[src/rtl/dmem_arbiter.sv]
// dmem_arbiter
// Shares one single-port, byte-lane data RAM between the core load/store
// stage (c_*) and the program/data loader (l_*).
//
// The core is favoured on a tie. A starvation counter lets the loader
// through once the core has won STARVE_LIMIT grants in a row while the
// loader was waiting.
//
// Core accesses of byte, half or word size become a lane mask and a word
// address. Misaligned core accesses are accepted, but they never reach
// the RAM and are reported on c_err instead.
//
// The RAM has a 1-cycle read latency. The extracted load value is
// registered, so rvalid/rdata appear two cycles after the grant.
//
// Ports:
//   clk, rst                     clock, asynchronous active-high reset
//   c_req/c_we/c_size/c_unsigned core request and payload
//   c_addr/c_wdata               core request and payload
//   c_gnt                        combinational accept pulse
//   c_err                        registered misalignment pulse
//   c_rvalid/c_rdata             aligned, extended load data
//   l_req/l_we/l_addr/l_wdata    loader word request
//   l_gnt                        combinational accept pulse
//   l_rvalid/l_rdata             loader read data
//   ram_we/ram_re                byte-lane enables
//   ram_addr                     RAM word address
//   ram_wdata                    lane-replicated write data
//   ram_rdata                    RAM read data
module dmem_arbiter #(
  parameter int ADDR_W       = 14,
  parameter int STARVE_LIMIT = 4
) (
  input  logic              clk,
  input  logic              rst,
  input  logic              c_req,
  input  logic              c_we,
  input  logic [1:0]        c_size,
  input  logic              c_unsigned,
  input  logic [31:0]       c_addr,
  input  logic [31:0]       c_wdata,
  output logic              c_gnt,
  output logic              c_err,
  output logic              c_rvalid,
  output logic [31:0]       c_rdata,
  input  logic              l_req,
  input  logic              l_we,
  input  logic [31:0]       l_addr,
  input  logic [31:0]       l_wdata,
  output logic              l_gnt,
  output logic              l_rvalid,
  output logic [31:0]       l_rdata,
  output logic [3:0]        ram_we,
  output logic [3:0]        ram_re,
  output logic [ADDR_W-1:0] ram_addr,
  output logic [31:0]       ram_wdata,
  input  logic [31:0]       ram_rdata
);

  localparam logic [1:0] ST_IDLE    = 2'd0;
  localparam logic [1:0] ST_RD_WAIT = 2'd1;
  localparam logic [1:0] ST_RESP    = 2'd2;
  localparam logic [3:0] LIMIT      = 4'(STARVE_LIMIT);

  logic [1:0]  state_reg, state_next;
  logic [3:0]  starve_cnt_reg, starve_cnt_next;
  logic        rd_is_loader_reg;
  logic [1:0]  off_reg;
  logic [1:0]  size_reg;
  logic        uns_reg;
  logic        c_err_reg, c_rvalid_reg, l_rvalid_reg;
  logic [31:0] c_rdata_reg, l_rdata_reg;

  logic [1:0]  c_off;
  logic        c_is_byte, c_is_half, c_misaligned;
  logic [3:0]  c_mask;
  logic [31:0] c_wdata_rep;
  logic        can_grant, starve_hit, l_win, c_win, rd_start;
  logic [7:0]  sel_byte;
  logic [15:0] sel_half;
  logic [31:0] load_ext;

  // Upper address bits beyond the RAM and the loader's byte offset are
  // intentionally ignored.
  logic unused_addr_bits;
  assign unused_addr_bits = ^{c_addr[31:ADDR_W+2], l_addr[31:ADDR_W+2], l_addr[1:0]};

  // Core access decode; size 11 behaves as word.
  assign c_off        = c_addr[1:0];
  assign c_is_byte    = (c_size == 2'b00);
  assign c_is_half    = (c_size == 2'b01);
  assign c_misaligned = (c_is_half & c_off[0]) |
                        (~c_is_byte & ~c_is_half & (c_off != 2'b00));

  always_comb begin
    c_mask      = 4'b1111;
    c_wdata_rep = c_wdata;
    if (c_is_byte) begin
      c_mask      = 4'b0001 << c_off;
      c_wdata_rep = {4{c_wdata[7:0]}};
    end else if (c_is_half) begin
      c_mask      = 4'b0011 << c_off;
      c_wdata_rep = {2{c_wdata[15:0]}};
    end
  end

  // Arbitration. Reset gates the grants, so every output reads 0 while
  // rst is high, even with requests pending.
  assign can_grant  = ~rst & (state_reg != ST_RD_WAIT);
  assign starve_hit = (starve_cnt_reg == LIMIT);
  assign l_win      = can_grant & l_req & (~c_req | starve_hit);
  assign c_win      = can_grant & c_req & ~l_win;
  assign rd_start   = (l_win & ~l_we) | (c_win & ~c_misaligned & ~c_we);

  assign c_gnt = c_win;
  assign l_gnt = l_win;

  always_comb begin
    ram_we    = 4'b0000;
    ram_re    = 4'b0000;
    ram_addr  = '0;
    ram_wdata = 32'h0;
    if (l_win) begin
      ram_addr  = l_addr[ADDR_W+1:2];
      ram_wdata = l_wdata;
      if (l_we) ram_we = 4'b1111;
      else      ram_re = 4'b1111;
    end else if (c_win) begin
      ram_addr  = c_addr[ADDR_W+1:2];
      ram_wdata = c_wdata_rep;
      // A misaligned access is accepted but kept off the RAM.
      if (!c_misaligned) begin
        if (c_we) ram_we = c_mask;
        else      ram_re = c_mask;
      end
    end
  end

  always_comb begin
    starve_cnt_next = starve_cnt_reg;
    if (!l_req || l_win)
      starve_cnt_next = 4'd0;
    else if (c_win && starve_cnt_reg != 4'hF)
      starve_cnt_next = starve_cnt_reg + 4'd1;
  end

  always_comb begin
    state_next = ST_IDLE;
    if (rd_start)
      state_next = ST_RD_WAIT;
    else if (state_reg == ST_RD_WAIT)
      state_next = ST_RESP;
  end

  // Lane extraction uses the offset, size and signedness captured at grant.
  assign sel_byte = ram_rdata[{off_reg, 3'b000} +: 8];
  assign sel_half = ram_rdata[{off_reg[1], 4'b0000} +: 16];

  always_comb begin
    load_ext = ram_rdata;
    if (size_reg == 2'b00)
      load_ext = {{24{sel_byte[7] & ~uns_reg}}, sel_byte};
    else if (size_reg == 2'b01)
      load_ext = {{16{sel_half[15] & ~uns_reg}}, sel_half};
  end

  always_ff @(posedge clk or posedge rst) begin
    if (rst) begin
      state_reg        <= ST_IDLE;
      starve_cnt_reg   <= 4'd0;
      rd_is_loader_reg <= 1'b0;
      off_reg          <= 2'b00;
      size_reg         <= 2'b00;
      uns_reg          <= 1'b0;
      c_err_reg        <= 1'b0;
      c_rvalid_reg     <= 1'b0;
      l_rvalid_reg     <= 1'b0;
      c_rdata_reg      <= 32'h0;
      l_rdata_reg      <= 32'h0;
    end else begin
      state_reg      <= state_next;
      starve_cnt_reg <= starve_cnt_next;
      c_err_reg      <= c_win & c_misaligned;
      c_rvalid_reg   <= (state_reg == ST_RD_WAIT) & ~rd_is_loader_reg;
      l_rvalid_reg   <= (state_reg == ST_RD_WAIT) & rd_is_loader_reg;
      if (rd_start) begin
        rd_is_loader_reg <= l_win;
        off_reg          <= c_off;
        size_reg         <= c_size;
        uns_reg          <= c_unsigned;
      end
      if (state_reg == ST_RD_WAIT) begin
        if (rd_is_loader_reg) l_rdata_reg <= ram_rdata;
        else                  c_rdata_reg <= load_ext;
      end
    end
  end

  assign c_err    = c_err_reg;
  assign c_rvalid = c_rvalid_reg;
  assign c_rdata  = c_rdata_reg;
  assign l_rvalid = l_rvalid_reg;
  assign l_rdata  = l_rdata_reg;

endmodule

[config.mk]
export PLATFORM = sky130hd
export DESIGN_NAME = dmem_arbiter
export DESIGN_NICKNAME = d
export VERILOG_FILES = /design/src/rtl/dmem_arbiter.sv
export SDC_FILE = /design/constraint.sdc
export NUM_CORES = 1
export LEC_CHECK = 0
export BUFFER_PORTS_ARGS = -buffer_cell sky130_fd_sc_hd__buf_2
export CAP_MARGIN = 15
export CORE_ASPECT_RATIO = 0.7
export CORE_MARGIN = 4
export CORE_UTILIZATION = 40
export CTS_BUF_LIST = sky130_fd_sc_hd__clkbuf_8
export DETAILED_ROUTE_END_ITERATION = 8
export HOLD_SLACK_MARGIN = 0.12
export PLACE_DENSITY_LB_ADDON = 0.08
export REMOVE_ABC_BUFFERS = 1
export SLEW_MARGIN = 20
export SYNTH_ARGS = -nofsm -noshare
export SYNTH_HDL_FRONTEND = slang
export SYNTH_SLANG_ARGS = --single-unit
[constraint.sdc]
create_clock -name clk -period 6.39 [get_ports clk]
set_input_delay 0.3195 -clock clk [delete_from_list [all_inputs] [get_ports clk]]
set_output_delay 0.3195 -clock clk [all_outputs]
set_load 0.005 [all_outputs]
== Word-level counts from Yosys, hierarchy flattened ==
Cells that the tools add are included.
W data, S select, Z words.

* Multiplexer cells: 24
* Shift operators: 4
* Eq/ne operators: 6
* Add/sub/neg operators: 1
* $lt $le $gt $ge: 0
* Reduce and logical (&&, ||, !) cells: 9
* $mul: 0
* Bitwise operators: 29
* Div/mod/pow operators: 0

{| class="wikitable"
|+ Operators with widths
! operator !! number
|-
| $mux W32 || 6
|-
| $mux W4 || 14
|-
| $shiftx A32 B6 Y16 || 1
|-
| $shiftx A32 B6 Y8 || 1
|-
| $mux W14 || 2
|-
| $and A1 B1 Y1 || 16
|-
| $not A1 Y1 || 10
|-
| $eq A2 B1 Y1 const B || 3
|-
| $add A4 B1 Y4 const B || 1
|-
| $eq A4 B3 Y1 const B || 1
|-
| $logic_not A2 Y1 || 2
|-
| $mux W2 || 2
|-
| $ne A4 B4 Y1 const B || 1
|-
| $reduce_and A2 Y1 || 2
|-
| $reduce_bool A2 Y1 || 2
|-
| $shl A1 B2 Y4 const A || 1
|-
| $shl A2 B2 Y4 const A || 1
|-
| $or A1 B1 Y1 || 3
|-
| $ne A2 B1 Y1 const B || 1
|-
| $logic_and A1 B1 Y1 || 1
|-
| $logic_not A1 Y1 || 1
|-
| $logic_or A1 B1 Y1 || 1
|}

* Bits in registers: 79
* Bits in writable memories: 0
* Output and inout port bits: 123
* Input port bits: 169
* Logic and storage cells: 84
* Memories: 0
* Bits in latches: 0
* Bits in read-only memories: 0

== Logic depth before layout (Yosys ltp) ==
Gate-level depths: netlist of run 1.

* Depth after elaboration: 10
* Depth in mapped cells: 9
* Gate-level depth less buffers: 7

== Worst setup path after synthesis of run 1 ==
Ideal clock, no wire load.

* Kind: input to output
* Start point: input rst
* End point: output ram_wdata[22]
* Cell stages on the path: 7
* Data arrival time: 3.034 ns
* Buffers on the path: 2
* Required time: 6.070 ns
* Slack: 3.036 ns
* Path through: inv_1 o2111ai_4 inv_2 buf_2 buf_6 nand2_1 o21ai_0

* Longest elaborated chain between the ends: 8
* Elaborated cells between the ends (all ways): 9
* Classes of those cells: mux (2); bitwise (7)

{| class="wikitable"
|+ Ends and longest elaborated chain
! item !! RTL line !! text
|-
| from (decl) || 35 || <nowiki>input logic rst,</nowiki>
|-
| $not A1 Y1 * || 109 || <nowiki>assign can_grant = ~rst & (state_reg != ST_RD_WAIT);</nowiki>
|-
| $and A1 B1 Y1 * || 109 ||
|-
| $and A1 B1 Y1 * (2 in series) || 111 || <nowiki>assign l_win = can_grant & l_req & (~c_req | starve_hit);</nowiki>
|-
| net l_gnt || 50 || <nowiki>output logic l_gnt,</nowiki>
|-
| $not A1 Y1 || 112 || <nowiki>assign c_win = can_grant & c_req & ~l_win;</nowiki>
|-
| $and A1 B1 Y1 || 112 ||
|-
| $mux W32 || 128 || <nowiki>end else if (c_win) begin</nowiki>
|-
| $mux W32 * || 123 || <nowiki>if (l_win) begin</nowiki>
|-
| to (decl) || 56 || <nowiki>output logic [31:0] ram_wdata,</nowiki>
|}

The timed path passes the listed nets; every way through them passes the cells marked *.

== Worst setup path after layout of run 1 ==
* Start point: register state_reg[0]
* End point: output ram_we[0]

* Longest elaborated chain between the ends: 8
* Elaborated cells between the ends (all ways): 9
* Classes of those cells: eq/ne (1); mux (2); bitwise (6)

{| class="wikitable"
|+ Ends and longest elaborated chain
! item !! RTL line !! text
|-
| from (decl) || 65 || <nowiki>logic [1:0] state_reg, state_next;</nowiki>
|-
| from (signal assigned) || 181 || <nowiki>state_reg <= state_next;</nowiki>
|-
| $ne A2 B1 Y1 * || 109 ||
|-
| $and A1 B1 Y1 * || 109 ||
|-
| $and A1 B1 Y1 (2 in series) || 111 ||
|-
| $not A1 Y1 || 112 ||
|-
| $and A1 B1 Y1 || 112 ||
|-
| $mux W4 || 128 ||
|-
| $mux W4 * || 123 ||
|-
| to (decl) || 53 || <nowiki>output logic [3:0] ram_we,</nowiki>
|}

Mark *: on every way between the ends. The rest lies on a longest branch, timed or not.

==> impl_metrics.tcl, run 1 <==
set metrics [dict create \
    die_x_um 137.4 \
    synth_cell_types 45 \
    synthArstFlopShare 1.000 \
    grt_pass1_vias 4476 \
    post-cts-setup-buffer-count 0 \
    ys_ff_latch 79 \
    synth_edf_count 0 \
    r2r_cells 7 \
    vias 4610 \
    cts_tree "built" \
    end_kind "primary output" \
    antenna_found_initial 0 \
    fin_crit_ns 3.131 \
    ys_seq_area_frac 0.4219 \
    power_switching_w 0.0006311 \
    grt_usage 0.2224 \
    critPathMaxStageDelay_ns 0.70 \
    vias_per_cell 5.354 \
    drt_wl_total_um 15360 \
    setup_viol 0 \
    cts_max_level 3 \
    die_h_um 98.56 \
    grt_max_degree 80 \
    seqPwrFrac 0.432 \
    synth_top_area_share 0.4219 \
    ys_warn_count 0 \
    clock-root-buffer "clkbuf_8" \
    grt_setup_unrepaired "false" \
    coreArea_mm2 0.01121 \
    routabilityCongestion 0.8585 \
    peakVddDrop_mv 0.2082 \
    final_common_cell "buf_2" \
    cp-startpoint "state_reg[0]" \
    cts_inserted_buffers 9 \
    drive_gt1_frac 0.4718 \
    synth_top_cell_by_area "dfrtp_1" \
    dp_cells 845 \
    syn_to_final_growth_pct 32.82 \
    reg2reg_slack_ns 3.97 \
    ant_nets 0 \
    path_class "flip-flop to primary output" \
    critPathCapture "ram_we[0]" \
    worstPathArrival_ns 2.81 \
    syn_area_mm2 0.004686 \
    nets 878 \
    die-area_mm2 0.01354 \
    finalMaxSlewViolations 0 \
    drv_cap 0 \
    syn_avg_cell_area_um2 10.01 \
    rr_endpoint "c_rdata[15]" \
    switching_share 0.3292 \
    cts_sinks 79 \
    ioPinCount 292 \
    worstSkewPairLatency_ns 0.35 \
    route.detailed.drc 0 \
    hold_path_class "primary input to flip-flop" \
    cts-resized-gates 0 \
    dp_hpwl_um 11470 \
    cts_hold_buf 0 \
    r2r-start "state_reg[1]" \
    clkTransAtPathRegs_ns 0.07 \
    synth.top_cells.by_area "dfrtp_1 42%, mux2_2 8.4%, a22o_1 6.7%" \
    clk_path_buf_depth 2 \
    status "complete, no violations" \
    grt_pass1_wl_um 23990 \
    cp-start-kind "flip-flop" \
    routedWlPerCell_um 17.83 \
    hold_viol_final 0 \
    period_share 0.4900 \
    fin_tns_setup_ns 0 \
    max_slew.worst_pin.slew_ns 0.7755 \
    layoutNonFillerInstCount 861 \
    core.rowCount 32 \
    crit_slowest_cell "inv_1" \
    synthFlopType "dfrtp_1" \
    cp.required_ns 6.07 \
    final_cell_mix "257 x buf_2, 79 x dfrtp_1, 52 x nand2_1" \
    critPathMaxFanout 28 \
    fmax_ghz 0.3194 \
    syn_inst 468 \
    max_slew_margin 0.4823 \
    clockPowerShare 0.198 \
    fin_worst_skew_ns 0.008979 \
    io_buffers 257 \
    intPower_w 0.001286 \
    power_leakage_nw 3.189 \
    num_antenna_cells 0 \
    p_comb_frac 0.371 \
    critical_path.cell_chain "nand2b_1 > nand3_4 > inv_1 > nand3_1 > o21ai_0 > buf_2" \
    first_pass_iters 5 \
    start_util 0.4180 \
    grt-ovfl-total 0 \
    drt_iter0_markers 234 \
    power_density_mw_per_mm2 308.1 \
]
## kinds of logic (layout without fill, tap and decap cells)
logic type	Yosys count	count (layout)	synth area share
adders and majority gates	6	6	0.01602
and+or+nand+nor	142	142	0.1426
buffers and inverters	49	289	0.04940
DFF	79	79	0.4219
xor gates and xnor gates	1	1	0.001870
AOI/OAI and AO/OA	118	118	0.1800
muxes	73	73	0.1883
## layout make-up
cell class,count,area (µm²)
sequential,79,1977
multi-input combinational,340,2480
inverter,12,46.29
clock inverter,4,43.79
timing repair buffer,261,1320
fill,1076,4987
clock buffer,12,165.2
tap,153,191.4
## worst min path at each step
stage	start	endpoint	slack [ns]	cells after the start
after floorplan	c_addr[0]	off_reg[0]	0.47	1
after global placement	c_rdata[19]	c_rdata[19]	0.47	2
after detailed placement	c_rdata[17]	c_rdata[17]	0.48	2
after CTS	c_unsigned	uns_reg	0.19	2
after global routing	c_unsigned	uns_reg	0.20	2
final	c_unsigned	uns_reg	0.20	2
## critical path: cells and delay by family (launching register included)
family	cells	cell delay (ns)
AND/OR/NAND/NOR	3	0.99
AO/OA/AOI/OAI	1	0.24
buffers and inverters	2	0.86
flip-flops	1	0.37
## synthesized netlist by cell type (2+ instances only)
master and n:
buf_2 17, nor3b_1 3, o22ai_1 4, mux2i_1 27, a221oi_1 7, dfrtp_1 79, a22o_1 36, inv_1 9
mux2_2 35, buf_4 3, clkbuf_1 12, o21ai_1 2, mux4_2 7, a22oi_1 8, inv_2 3, buf_1 3
buf_6 2, nand3_1 36, a31oi_1 3, ha_1 6, nor2_1 32, a21oi_1 23, o21ai_0 27, nand2b_1 2
o21a_1 2, nand2_1 52, a211oi_1 2, mux2_4 4, nor2b_1 5, nor3_1 2
## power by group through the flow
stage / logic [W] / clock network [W] / registers, W
floorplan: 0.000328 / 0 / 0.000846
CTS: 0.000723 / 0.000392 / 0.000829
finish: 0.000711 / 0.000379 / 0.000827
global route: 0.000794 / 0.000416 / 0.000856
global placement: 0.000707 / 0 / 0.000824
detailed placement: 0.000722 / 0 / 0.000835
## stage by stage
step	hold slack (ns)	setup WS, ns	cell area (µm²)	total power [W]	util
finish	0.2043	3.259	6223	0.001917	0.5551
detailed placement	0.4784	3.638	6008	0.001557	0.5359
global placement	0.4732	3.717	6008	0.001532	0.5359
global route	0.1952	2.902	6223	0.002066	0.5551
floorplan	0.4676	2.807	4499	0.001174	-
CTS	0.1896	3.246	6217	0.001944	0.5546
## metal layers
metal	GRT usage	up-vias	part of all wire	routed length, µm
li1	-	2187	-	-
met3	0.04898	15	0.068	1051
met4	0.04064	0	0.0090	138
met1	0.3158	2250	0.44	6680
met5	0	-	0	0
met2	0.3544	158	0.49	7484
(Power assumes the default switching activity.)
==> run 2: changes to the inputs <==
- ABC_AREA: unset -> 1
- clock period: 6.39 -> 2.78 ns (I/O delays scaled with it)
==> impl_metrics.tcl, run 2 <==
set metrics [dict create \
    dp_hpwl_um 12510 \
    min_to "starve_cnt_reg[1]" \
    hold_viol_final 0 \
    end_kind "primary output" \
    period_share 0.8607 \
    final_cell_mix "352 x nand2_1, 257 x buf_2, 79 x dfrtp_1" \
    die_h_um 100.9 \
    intPower_w 0.002887 \
    ioPinCount 292 \
    routedWlPerCell_um 14.63 \
    switching_share 0.3593 \
    synthFlopType "dfrtp_1" \
    route.detailed.drc 0 \
    synthArstFlopShare 1.000 \
    grt-ovfl-total 0 \
    ys_ff_latch 79 \
    p_comb_frac 0.369 \
    start_util 0.4150 \
    critical_path.cell_chain "inv_1 > ha_1 > nand3_1 > nand2_1 > nand2_2 > nand2_2 > inv_4 > o211ai_1 > nand2_1 > buf_2" \
    cts_tree "built" \
    cts_inserted_buffers 9 \
    worstSkewPairLatency_ns 0.36 \
    vias_per_cell 4.788 \
    clockPowerShare 0.228 \
    wl_met2_um 7824 \
    r2r_cells 6 \
    critPathMaxStageDelay_ns 0.40 \
    reg2reg_slack_ns 0.49 \
    vias 5659 \
    num_antenna_cells 0 \
    peakVddDrop_mv 0.3825 \
    critical-path-top-delay-family "simple AND/OR/NAND/NOR gates" \
    fin_crit_ns 2.393 \
    drv_cap 0 \
    worstHoldStart "l_req" \
    power_density_mw_per_mm2 658.9 \
    min_path_cells 3 \
    status "complete, no violations" \
    nets 1195 \
    cp.required_ns 2.64 \
    clock-root-buffer "clkbuf_8" \
    netlist_top_cells_count "352 x nand2_1, 79 x dfrtp_1, 76 x inv_1, 72 x o21ai_0, 29 x a21oi_1" \
    power_leakage_nw 4.138 \
    first_pass_iters 6 \
    grt_pass1_wl_um 27630 \
    ys_seq_area_frac 0.4006 \
    fillerInstances 1209 \
    rr_endpoint "c_rdata[30]" \
    io_buffers 257 \
    drive_gt1_frac 0.2927 \
    clkTransAtPathRegs_ns 0.08 \
    max_slew_margin 0.4242 \
    synth_edf_count 0 \
    syn_area_mm2 0.004935 \
    crit_slowest_cell "dfrtp_1" \
    routabilityCongestion 0.7866 \
    synth.top_cells.by_area "dfrtp_1 40%, nand2_1 27%, o21ai_0 7.3%" \
    top_layer "met4" \
    seqPwrFrac 0.403 \
    hold_path_class "primary input to flip-flop" \
    antenna_found_initial 0 \
    power_switching_w 0.001619 \
    cp_num_buf_inv 3 \
    coreArea_mm2 0.01189 \
    drt_iter0_markers 375 \
    fmax_ghz 0.4179 \
    drt_wl_total_um 17290 \
    finalMaxSlewViolations 0 \
    worstPathArrival_ns 2.25 \
    ant_nets 0 \
    grt_max_degree 80 \
    setup_viol 0 \
    r2r-start "off_reg[0]" \
    ys_warn_count 0 \
    core.rowCount 33 \
    grt_setup_unrepaired "false" \
    critPathMaxFanout 32 \
    postLayoutCoreUtil 0.5750 \
    synth_most_common_cell "nand2_1" \
    syn_to_final_growth_pct 38.56 \
    synth_top_area_share 0.4006 \
    met1Wirelength_um 8140 \
    grt_pass1_vias 5347 \
    cp-start-kind "flip-flop" \
    clk_path_buf_depth 2 \
    max_slew.worst_pin.slew_ns 0.8637 \
    final_common_cell "nand2_1" \
    syn_inst 749 \
    syn_avg_cell_area_um2 6.588 \
    met3WireLength_um 1160 \
    path_class "flip-flop to primary output" \
    synth_cell_types 29 \
    die-area_mm2 0.01421 \
    fin_tns_setup_ns 0 \
    grt_usage 0.2418 \
    fin_worst_skew_ns 0.008359 \
    cts_max_level 3 \
    synth_top_cell_by_area "dfrtp_1" \
    die_x_um 140.8 \
    cts_sinks 79 \
]
## run 2: cells by family after synthesis
family	after synthesis	share of synthesized area
and+or+nand+nor	410	0.3319
AOI/OAI and AO/OA	134	0.1455
buffers and inverters	120	0.1067
DFF	79	0.4006
adders and majority gates	6	0.01521
## run 2: worst register-to-register path, cell delays in order, from the launching register on
cell and delay [ns]:
dfrtp_1 0.68, inv_1 0.40, nand3_2 0.20, nand4_2 0.57, nand2_1 0.25, nand2_1 0.07, nand2_1 0.07
## run 2: layer usage
metal / vias up / global-route usage
met2: 199 / 0.3820
met4: 0 / 0.04319
met1: 2570 / 0.3452
li1: 2872 / -
met5: - / 0
met3: 18 / 0.05500
## run 2: area by class of cell
cell class / instances / area (µm²) / area share
tap: 157 / 196.4 / 0.02873
timing repair buffer: 299 / 1690 / 0.2472
multi-input combinational: 550 / 2431 / 0.3555
sequential: 79 / 1977 / 0.2891
inverter: 81 / 307.8 / 0.04501
clock inverter: 7 / 111.4 / 0.01629
clock buffer: 9 / 123.9 / 0.01812
## run 2: timing repair
| action | 4_1_cts | 5_1_grt |
|---|---|---|
| endpoints found under the hold margin | 33 | 79 |
| hold buffers | 33 | 1 |
| endpoints found under the setup margin | 0 | 3 |
| buffers inserted | 0 | 0 |
| gates resized for setup | 0 | 2 |
## run 2: power by group through the flow
stage          Combinational (W)  Clock (W)  Sequential, W
2_1_floorplan           0.000793          0        0.00183
5_1_grt                  0.00191    0.00109        0.00187
4_1_cts                  0.00168    0.00105        0.00181
6_report                 0.00166    0.00103        0.00182
3_3_place_gp             0.00162          0        0.00183
3_5_place_dp             0.00164          0        0.00182
## run 2: through the flow
stage               power, W  hold WS, ns  instances  worst slack (ns)  area, µm²
finish              0.004506       0.1325       1182            0.3872       6838
global route        0.004872       0.1230       1182            0.1579       6838
CTS                 0.004540       0.1230       1181            0.2052       6822
detailed placement  0.003464       0.3492       1132            0.4691       6256
global placement    0.003452       0.3483       1132            0.5198       6256
floorplan           0.002625       0.2486        710           -0.6438       4712
## run 2: worst max path at each step
stage / from / endpoint / slack, ns / cells after the start
2_1_floorplan: rst / ram_we[0] / -0.64 / 7
3_3_place_gp: off_reg[0] / c_rdata[19] / 0.52 / 6
3_5_place_dp: off_reg[0] / c_rdata[16] / 0.47 / 6
4_1_cts: starve_cnt_reg[0] / ram_wdata[20] / 0.21 / 10
5_1_grt: starve_cnt_reg[0] / ram_wdata[20] / 0.16 / 10
6_report: starve_cnt_reg[0] / ram_wdata[20] / 0.39 / 10
==> run 3: changes to the inputs <==
- BUFFER_PORTS_ARGS: -buffer_cell sky130_fd_sc_hd__buf_2 -> unset
- DONT_BUFFER_PORTS: unset -> 1
==> impl_metrics.tcl, run 3 (same netlist as run 2, synthesis figures left out) <==
set metrics [dict create \
    status "complete, no violations" \
    vias 4884 \
    coreArea_mm2 0.01189 \
    hold_viol_final 0 \
    hold_path_class "primary input to asynchronous set/reset pin" \
    io_buffers 0 \
    drt_wl_total_um 16380 \
    fin_worst_skew_ns 0.005363 \
    dp_slack_ns 0.5375 \
    die-area_mm2 0.01421 \
    p_comb_frac 0.270 \
    critPathMaxFanout 18 \
    nets 944 \
    peakVddDrop_mv 0.3774 \
    routedWlPerCell_um 17.60 \
    ioPinCount 292 \
    reg2reg_slack_ns 0.47 \
    seqPwrFrac 0.478 \
    setup_viol 0 \
    final_common_cell "nand2_1" \
    cts_sinks 79 \
    power_leakage_nw 3.049 \
    crit_path_frequent_cell "nand2_1" \
    r2r-start "starve_cnt_reg[0]" \
    r2r_cells 10 \
    cp.required_ns 3.07 \
    grt_usage 0.2280 \
    grt_pass1_wl_um 25850 \
    vias_per_cell 5.246 \
    critical_path.cell_chain "dlygate4sd3_1 > clkinv_2 > nand2_1 > nor2_2 > nand2_2 > nand4_1 > nand2_2 > nand2_1 > nand2_1 > dlygate4sd3_1" \
    post-cts-setup-buffer-count 0 \
    max_slew_margin 0.4093 \
    routabilityCongestion 0.7971 \
    fin_crit_ns 2.353 \
    intPower_w 0.002559 \
    worstSkewPairLatency_ns 0.35 \
    cts_max_level 3 \
    core.rowCount 33 \
    clk_path_buf_depth 2 \
    cts_inserted_buffers 9 \
    fin_area_mm2 0.005613 \
    power_switching_w 0.001525 \
    drive_gt1_frac 0.05426 \
    drv_cap 0 \
    antenna_found_initial 0 \
    dp_hpwl_um 11950 \
    route.detailed.drc 0 \
    crit_slowest_cell "dlygate4sd3_1" \
    final.setup.worst_slack_ns 0.4270 \
    clkTransAtPathRegs_ns 0.09 \
    syn_to_final_growth_pct 13.74 \
    grt_max_degree 65 \
    rr_endpoint "size_reg[1]" \
    start_util 0.4150 \
    cp-start-kind "primary input" \
    drt_iter0_markers 277 \
    num_antenna_cells 0 \
    max_slew.worst_pin.slew_ns 0.8851 \
    die_x_um 140.8 \
    place_area_mm2 0.004962 \
    worstPathArrival_ns 2.64 \
    grt_setup_unrepaired "false" \
    clock-root-buffer "clkbuf_8" \
    fmax_ghz 0.4250 \
    grt_pass1_vias 4760 \
    final_cell_mix "352 x nand2_1, 79 x dfrtp_1, 77 x inv_1" \
    period_share 0.8464 \
    die_h_um 100.9 \
    switching_share 0.3735 \
    clockPowerShare 0.252 \
    critPathMaxStageDelay_ns 0.54 \
    end_kind "flip-flop" \
    ant_nets 0 \
    path_class "primary input to flip-flop" \
    finalMaxSlewViolations 0 \
    cts_tree "built" \
    timing.hold.ws_ns 0.1920 \
    cp-startpoint "rst" \
    critPathCapture "size_reg[1]" \
    first_pass_iters 5 \
    power_density_mw_per_mm2 727.6 \
    grt-ovfl-total 0 \
]
-- run 3: changes by cell type in the layout (fill, tap and decap cells not counted) --
cell and delta:
clkinv_4 +1, clkinv_2 -1, buf_2 -257, buf_6 -1, dlygate4sd3_1 +7, clkinvlp_4 +1, inv_6 -1
-- run 3: final cells by class --
| cell class | instances | area (µm²) |
|---|---|---|
| Timing Repair Buffer | 48 | 462.9 |
| Sequential cell | 79 | 1977 |
| Fill cell | 1218 | 6279 |
| Clock buffer | 9 | 123.9 |
| Inverter | 81 | 307.8 |
| Tap cell | 157 | 196.4 |
| Clock inverter | 7 | 113.9 |
| Multi-Input combinational cell | 550 | 2431 |
-- run 3: critical path, delay by kind of cell --
kind | cells | cell delay, ns
buf+inv | 3 | 1.37
simple gates | 7 | 1.13
-- run 3: layer usage --
| metal | vias up | track usage | routed length (µm) |
|---|---|---|---|
| met5 | - | 0 | 0 |
| met4 | 0 | 0.04021 | 174 |
| met3 | 15 | 0.07112 | 1490 |
| met2 | 198 | 0.3651 | 7507 |
| met1 | 2295 | 0.3098 | 7212 |
| li1 | 2376 | - | - |
-- run 3: power by group through the flow --
| stage | Clock [W] | Sequential (W) | Combinational [W] |
|---|---|---|---|
| floorplan | 0 | 0.00183 | 0.000793 |
| global placement | 0 | 0.00197 | 0.00101 |
| detailed placement | 0 | 0.00198 | 0.00105 |
| CTS | 0.00106 | 0.00197 | 0.00111 |
| global route | 0.00111 | 0.00201 | 0.00129 |
| finish | 0.00103 | 0.00195 | 0.00110 |
-- run 3: stage by stage --
| stage | power [W] | TNS, ns | cells | utilization |
|---|---|---|---|---|
| 2_1_floorplan | 0.002625 | -27.03 | 710 | - |
| 3_3_place_gp | 0.002988 | 0 | 874 | 0.4173 |
| 3_5_place_dp | 0.003023 | 0 | 874 | 0.4173 |
| 4_1_cts | 0.004130 | 0 | 931 | 0.4718 |
| 5_1_grt | 0.004407 | 0 | 931 | 0.4720 |
| 6_report | 0.004084 | 0 | 931 | 0.4720 |
-- run 3: how the worst min path moves through the flow --
stage,startpoint,end,cells past startpoint
floorplan,c_addr[0],off_reg[0],2
global placement,rst,rd_is_loader_reg,1
detailed placement,rst,rd_is_loader_reg,1
CTS,ram_rdata[7],c_rdata[7],6
global route,rst,rd_is_loader_reg,2
finish,rst,l_rdata[15],2
-- run 3: timing repair --
| item | 4_1_cts | 5_1_grt |
|---|---|---|
| hold endpoints to repair | 79 | 0 |
| endpoints found under the setup margin | 0 | 1 |
| hold buffers | 41 | 0 |
| resized for setup | 0 | 2 |
